===== src/rtl/exc_dispatcher_pkg.sv =====
// Shared definitions for the CP0 exception dispatcher: exception codes,
// CP0 status bit positions and the dispatcher state encoding.
package exc_dispatcher_pkg;

  localparam logic [3:0] EXC_INT     = 4'h0;
  localparam logic [3:0] EXC_SYSCALL = 4'h8;
  localparam logic [3:0] EXC_BREAK   = 4'h9;
  localparam logic [3:0] EXC_TEQ     = 4'hD;

  localparam int ST_IE        = 0;
  localparam int ST_IM_SYSCALL = 1;
  localparam int ST_IM_BREAK  = 2;
  localparam int ST_IM_TEQ    = 3;

  typedef enum logic {
    ST_IDLE    = 1'b0,
    ST_HANDLER = 1'b1
  } disp_state_e;

endpackage


===== src/rtl/exc_dispatcher_irq_sync_edge.sv =====
// Two-flop synchronizer for one asynchronous interrupt line, followed by a
// third flop so a rising edge is seen as a single-cycle pulse.
module irq_sync_edge (
  input  logic clk,
  input  logic rst,
  input  logic irq_async,
  output logic rise
);

  logic [2:0] sync_q;
  logic [2:0] sync_d;

  always_comb begin
    sync_d = {sync_q[1:0], irq_async};
  end

  always_ff @(posedge clk or posedge rst) begin
    if (rst) sync_q <= '0;
    else     sync_q <= sync_d;
  end

  // sync_q[1] is the synchronized level, sync_q[2] its previous value
  assign rise = sync_q[1] & ~sync_q[2];

endmodule


===== src/rtl/exc_dispatcher.sv =====
// Initiator side of the CP0 exception interface: arbitrates decoder traps and
// external interrupts, raises a one-cycle request and redirects the PC.
//
//   state      | meaning
//   ST_IDLE    | normal execution, exceptions may be taken
//   ST_HANDLER | handler running, new exceptions blocked until eret
module exc_dispatcher
  import exc_dispatcher_pkg::*;
#(
  parameter int          N_IRQ      = 4,
  parameter logic [31:0] HANDLER_PC = 32'h0000_0004
) (
  input  logic             clk,
  input  logic             rst,
  input  logic             instr_valid,
  input  logic             syscall_dec,
  input  logic             break_dec,
  input  logic             teq_dec,
  input  logic             teq_eq,
  input  logic             eret_dec,
  input  logic [31:0]      pc,
  input  logic [31:0]      status,
  input  logic [N_IRQ-1:0] irq_in,
  input  logic [N_IRQ-1:0] irq_en,
  output logic             exc_valid,
  output logic [3:0]       exc_code,
  output logic [31:0]      exc_epc,
  output logic             teq_exc,
  output logic             redirect,
  output logic [31:0]      redirect_pc,
  output logic             kill_wb,
  output logic             in_handler,
  output logic [N_IRQ-1:0] irq_pending,
  output logic             spurious_eret
);

  disp_state_e      state_q, state_d;
  logic [N_IRQ-1:0] irq_pending_q, irq_pending_d;
  logic             spurious_eret_q, spurious_eret_d;

  logic [N_IRQ-1:0] irq_rise;
  logic [N_IRQ-1:0] irq_masked;
  logic [N_IRQ-1:0] irq_sel;
  logic             irq_found;
  logic             ie;
  logic             teq_hit, brk_hit, sys_hit, irq_hit, sync_hit;
  logic             is_idle;
  logic             take;
  logic             take_irq;
  logic [3:0]       code;
  logic             unused_status;

  assign unused_status = ^status[31:4];

  for (genvar g = 0; g < N_IRQ; g++) begin : g_irq
    irq_sync_edge u_sync (
      .clk       (clk),
      .rst       (rst),
      .irq_async (irq_in[g]),
      .rise      (irq_rise[g])
    );
  end

  // Lowest enabled pending line wins among interrupts
  always_comb begin
    irq_masked = irq_pending_q & irq_en;
    irq_sel    = '0;
    irq_found  = 1'b0;
    for (int i = 0; i < N_IRQ; i++) begin
      if (irq_masked[i] && !irq_found) begin
        irq_sel[i] = 1'b1;
        irq_found  = 1'b1;
      end
    end
  end

  always_comb begin
    ie       = status[ST_IE];
    teq_hit  = teq_dec & teq_eq & ie & status[ST_IM_TEQ];
    brk_hit  = break_dec & ie & status[ST_IM_BREAK];
    sys_hit  = syscall_dec & ie & status[ST_IM_SYSCALL];
    irq_hit  = ie & (|irq_masked);
    sync_hit = teq_hit | brk_hit | sys_hit;
    is_idle  = (state_q == ST_IDLE);
    // Qualify with rst so every output is quiet during reset, even though
    // decoder-driven hits do not depend on any flop
    take     = ~rst & is_idle & instr_valid & (sync_hit | irq_hit);
    take_irq = take & ~sync_hit;

    if (teq_hit)      code = EXC_TEQ;
    else if (brk_hit) code = EXC_BREAK;
    else if (sys_hit) code = EXC_SYSCALL;
    else              code = EXC_INT;
  end

  always_comb begin
    state_d         = state_q;
    spurious_eret_d = spurious_eret_q;
    irq_pending_d   = (irq_pending_q & ~(take_irq ? irq_sel : '0)) | irq_rise;

    case (state_q)
      ST_IDLE: begin
        if (take) state_d = ST_HANDLER;
        else if (instr_valid && eret_dec) spurious_eret_d = 1'b1;
      end
      ST_HANDLER: begin
        if (instr_valid && eret_dec) state_d = ST_IDLE;
      end
      default: state_d = ST_IDLE;
    endcase
  end

  always_ff @(posedge clk or posedge rst) begin
    if (rst) begin
      state_q         <= ST_IDLE;
      irq_pending_q   <= '0;
      spurious_eret_q <= 1'b0;
    end else begin
      state_q         <= state_d;
      irq_pending_q   <= irq_pending_d;
      spurious_eret_q <= spurious_eret_d;
    end
  end

  assign exc_valid     = take;
  assign exc_code      = take ? code : 4'h0;
  assign exc_epc       = take ? pc : 32'h0;
  assign redirect      = take;
  assign redirect_pc   = rst ? 32'h0 : HANDLER_PC;
  assign kill_wb       = take;
  assign teq_exc       = ~rst & teq_dec & teq_eq;
  assign in_handler    = (state_q == ST_HANDLER);
  assign irq_pending   = irq_pending_q;
  assign spurious_eret = spurious_eret_q;

endmodule


===== config.mk =====
export PLATFORM = sky130hd
export DESIGN_NAME = exc_dispatcher
export DESIGN_NICKNAME = d
export VERILOG_FILES = /design/src/rtl/exc_dispatcher_pkg.sv /design/src/rtl/exc_dispatcher_irq_sync_edge.sv /design/src/rtl/exc_dispatcher.sv
export SDC_FILE = /design/constraint.sdc
export NUM_CORES = 1
export LEC_CHECK = 0
export CORE_ASPECT_RATIO = 0.75
export CORE_MARGIN = 2
export CORE_UTILIZATION = 25
export CTS_BUF_LIST = sky130_fd_sc_hd__clkbuf_16
export CTS_CLUSTER_DIAMETER = 200
export CTS_CLUSTER_SIZE = 24
export DETAILED_ROUTE_END_ITERATION = 10
export GPL_TIMING_DRIVEN = 0
export PLACE_DENSITY_LB_ADDON = 0.05
export SLEW_MARGIN = 20
export SYNTH_ARGS = -nofsm -noshare
export SYNTH_HDL_FRONTEND = slang
export SYNTH_SLANG_ARGS = --single-unit

===== constraint.sdc =====
create_clock -name clk -period 2.9 [get_ports clk]
set_input_delay 0.87 -clock clk [delete_from_list [all_inputs] [get_ports clk]]
set_output_delay 0.87 -clock clk [all_outputs]
set_load 0.005 [all_outputs]

# Yosys cells after proc, flatten, opt, wreduce, memory -nomap -nowiden
# Cells that the tools add are included.
[word_totals]
regBits = 18
in_bits = 80
[op_classes]
mux = 16
bitwise_logic = 33
reduce_logical = 9
[op_table]
columns = ["op", "n"]
rows = [
  ["$mux 32", 1],
  ["$mux 4", 5],
  ["$and 1x1->1", 18],
  ["$and 4x4->4", 2],
  ["$mux 1", 8],
  ["$not 1->1", 8],
  ["$logic_and 1x1->1", 4],
  ["$not 4->4", 1],
  ["$or 4x4->4", 1],
  ["$reduce_or 4->1", 1],
  ["$logic_not 1->1", 3],
  ["$mux 3", 1],
  ["$or 1x1->1", 3],
  ["$reduce_and 3->1", 1],
  ["$pmux 1 s2", 1],
]

# Longest topological paths before layout
[logic_depth]
word_depth = 15
depth_mapped = 4
depth_no_buf = 3

# Cells and area by module
# From an unflattened synthesis, not the netlist that was laid out.
[unflattened]
hier_cells = 133
area_unflattened_um2 = 1366.3
[by_module_without_submodules]
columns = ["mod", "n_inst", "cells_each", "area_per_inst_um2", "seq_area_each_um2"]
rows = [
  ["exc_dispatcher", 1, 113, 996.0, 150.1],
  ["irq_sync_edge", 4, 5, 92.6, 75.1],
]

# Least setup slack after synthesis
# Ideal clock, no wire load.
[synth_timing]
kind = "input port to output port"
startpoint = "input irq_en[0]"
endpoint = "output exc_epc[23]"
t_arrival_ns = 1.879
required_time_ns = 2.030
path_slack_ns = 0.151
cell_stages = 4
cell_sequence = "a222oi_1 -> a41oi_2 -> buf_6 -> and2_4"
[synth_between]
elab_chain_cells = 6
[synth_lines]
columns = ["item", "line_no", "source"]
rows = [
  ["from (decl)", "exc_dispatcher.sv:24", "input logic [N_IRQ-1:0] irq_en,"],
  ["$and 4x4->4", "exc_dispatcher.sv:66", "irq_masked = irq_pending_q & irq_en;"],
  ["$reduce_or 4->1", "exc_dispatcher.sv:82", "irq_hit = ie & (|irq_masked);"],
  ["$and 1x1->1", "exc_dispatcher.sv:82", ""],
  ["$or 1x1->1", "exc_dispatcher.sv:87", "take = ~rst & is_idle & instr_valid & (sync_hit | irq_hit);"],
  ["$and 1x1->1", "exc_dispatcher.sv:87", ""],
  ["named net exc_valid", "exc_dispatcher.sv:25", "output logic exc_valid,"],
  ["$mux 32", "exc_dispatcher.sv:127", "assign exc_epc = take ? pc : 32'h0;"],
  ["to (decl)", "exc_dispatcher.sv:27", "output logic [31:0] exc_epc,"],
]
# The timed path passes the listed nets, and every way through them passes these cells.

# Worst setup path after layout
[layout_timing]
startpoint = "input irq_en[0]"
endpoint = "output exc_epc[20]"
[layout_between]
elab_chain_cells = 6
[layout_lines]
columns = ["item", "line_no"]
rows = [
  ["$and 4x4->4", "exc_dispatcher.sv:66"],
  ["$reduce_or 4->1", "exc_dispatcher.sv:82"],
  ["$and 1x1->1", "exc_dispatcher.sv:82"],
  ["$or 1x1->1", "exc_dispatcher.sv:87"],
  ["$and 1x1->1", "exc_dispatcher.sv:87"],
  ["$mux 32", "exc_dispatcher.sv:127"],
]
# Every way passes these cells.

==> results_dict.tcl <==
set metrics [dict create \
    arrival_ps 2230 \
    muxShareOfSynthArea 0 \
    die_area_sq_um 5510 \
    ys.warnings.count 0 \
    worst_slew_pin_slew_ps 683 \
    synth_xor_area_frac 0 \
    antenna_found_initial 0 \
    clock_sinks 18 \
    pwr_density_cell_nw_per_um2 287 \
    synth_compound_area_frac 0.0996 \
    syn_to_final_growth_pct 132 \
    ys_ff_latch 18 \
    clk_latency_ps 250 \
    initialDrtViolationCount 29 \
    netlist_instances 121 \
    wire_per_inst_microns 12.5 \
    routabilityCongestion 0.707 \
    hold_ws_ps 345 \
    cts_tree "built" \
    critical_path_class "input port to primary output" \
    cts_buffer_depth 2 \
    cp-start-kind "input port" \
    ys_types 28 \
    worstPathMaxFanout 6 \
    dr.pass1.iters 5 \
    core_sq_um 4820 \
    portBuffers 97 \
    drive_above_1_share 0.527 \
    clock.fmax_ghz 0.323 \
    clkTransAtPathRegs_ps 50 \
    fin_crit_sh 1.07 \
    synth_edf_count 0 \
    utilization 0.594 \
    drc 0 \
    p_leak_nw 1.42 \
    startpoint "irq_en[0]" \
    slew_headroom 0.538 \
    grt_pass1_wl_microns 6150 \
    ios 158 \
    syn_area_per_cell_sq_um 10.2 \
    maxSlewViolCount 0 \
    initial_utilization 0.256 \
    crit_required_ps 2030 \
    synth_top_family_by_area "simple AND/OR/NAND/NOR gates" \
    hold_violations 0 \
    grt_pass1_vias 1209 \
    final_common_cell "buf_4" \
    syn_area_sq_um 1230 \
    synthAdderAreaFrac 0 \
    h-tree-depth 1 \
    fin_worst_skew_ps 3.12 \
    r2r_slack_ps 1010 \
    antenna_cells 0 \
    grt_max_degree 11 \
    synth-simple-area-share 0.278 \
    die_x_microns 85.0 \
    status "complete, but fails checks" \
    dp.cells 309 \
    vias_per_cell 3.81 \
    wirelength_microns 4240 \
    worst_slack_ps -198 \
    drv_cap 0 \
    track_usage 0.144 \
    endpoint_kind "primary output" \
    synthArstFlopShare 1.00 \
    ir_worst_vdd_mv 0.303 \
    seq_area_frac_synth 0.366 \
    nets 360 \
    hold_path.class "register to register" \
    numCtsBuffers 3 \
    r2r-end "spurious_eret" \
    final_antenna_net_count 0 \
    place_hpwl_microns 2980 \
    rr_worst_depth 8 \
    rsz0062_at_grt "yes" \
    die_h_microns 64.8 \
    root_buffer "clkbuf_16" \
    period_minus_slack_ps 3100 \
    violations "setup timing" \
    grt-ovfl-total 0 \
    timing.rr.start "irq_pending[0]" \
    synthFlopType "dfrtp_1" \
    final_cell_mix "buf_4, buf_6, clkdlybuf4s50_1" \
    fp-row-count 22 \
    setup_viol 33 \
    holdCritStartpoint "g_irq[1].u_sync.sync_q[0]" \
    hold_path_end "g_irq[1].u_sync.sync_q[1]" \
    layout.cells.non_filler 339 \
    hold_path_depth 0 \
    via_count 1292 \
]
worst max-delay path: stages:
cell	delay [ps]
buf_8	90
a222oi_1	330
buf_4	190
a41oi_4	100
buf_12	170
buf_6	110
buf_6	110
and2_4	130
buf_6	110
timing repair:
item | CTS | global route
gates resized for setup | 231 | 14
setup buffers | 22 | 2
gates cloned | 5 | 0
hold buffers | 0 | 0
setup endpoints to repair | 40 | 36
pin swaps | 31 | 12
state kept, by name (all words and copies together), names as in the netlist:
register and cells:
spurious_eret 1, irq_pending 4, g_irq.u_sync.sync_q 12, in_handler 1
worst max-delay path by stage:
| stage | to | slack [ps] | cells past startpoint |
|---|---|---|---|
| 6_report | exc_epc[20] | -200 | 9 |
| 5_1_grt | exc_epc[14] | -240 | 9 |
| 3_5_place_dp | exc_epc[25] | -1050 | 6 |
| 3_3_place_gp | exc_epc[25] | -1050 | 6 |
| 2_1_floorplan | exc_epc[23] | 150 | 4 |
| 4_1_cts | exc_epc[30] | -190 | 9 |
layout make-up:
class,count,area (sq um)
well taps,60,75.1
clock buffers,3,75.1
plain buffers,36,289
fillers,441,1960
clock inverters,1,3.75
flip-flops and latches,18,450
repair inverters,1,5.00
repair buffers,122,1250
multi-input cells,92,683
inverters,6,26.3
cell usage after synthesis (all sizes together), types with 2 or more instances:
cell type  number  share of area
buf            37           0.23
nand3           3          0.012
dfrtp          18           0.37
and2           32           0.21
a21boi          2          0.012
nor2            2         0.0061
a22o            2          0.015
nand4           2          0.010
nand2           3         0.0091
inv             6          0.018
kinds of logic (layout without fill, tap and decap cells):
group                  count (synthesis)  count (layout)
other                                  1              32
flip-flops                            18              18
AO/OA/AOI/OAI                         13              14
buffers and inverters                 43             169
AND/OR/NAND/NOR                       46              46
where the power goes:
part	total [mW]	internal, mW	switching (mW)
sequential	0.273	0.264	0.00885
clock	0.278	0.183	0.0951
combinational	0.270	0.183	0.0876
total	0.821	0.630	0.192
stage by stage:
step	worst slack, ps	instance area (sq um)	TNS [ps]	power (mW)
after floorplan	151	1350	0	0.366
after global placement	-1050	2390	-37330	0.487
after detailed placement	-1050	2390	-37210	0.488
after CTS	-187	2850	-4360	0.819
after global routing	-236	2860	-5190	0.861
final	-198	2860	-4050	0.821
layer usage:
| layer | up-vias | global-route usage | share of wire |
|---|---|---|---|
| met5 | - | 0 | 0 |
| met4 | 0 | 0.0139 | 0.0021 |
| met3 | 2 | 0.0535 | 0.10 |
| met2 | 71 | 0.257 | 0.52 |
| met1 | 571 | 0.170 | 0.38 |
| li1 | 648 | - | - |
Power figures use the tool's default switching activity.
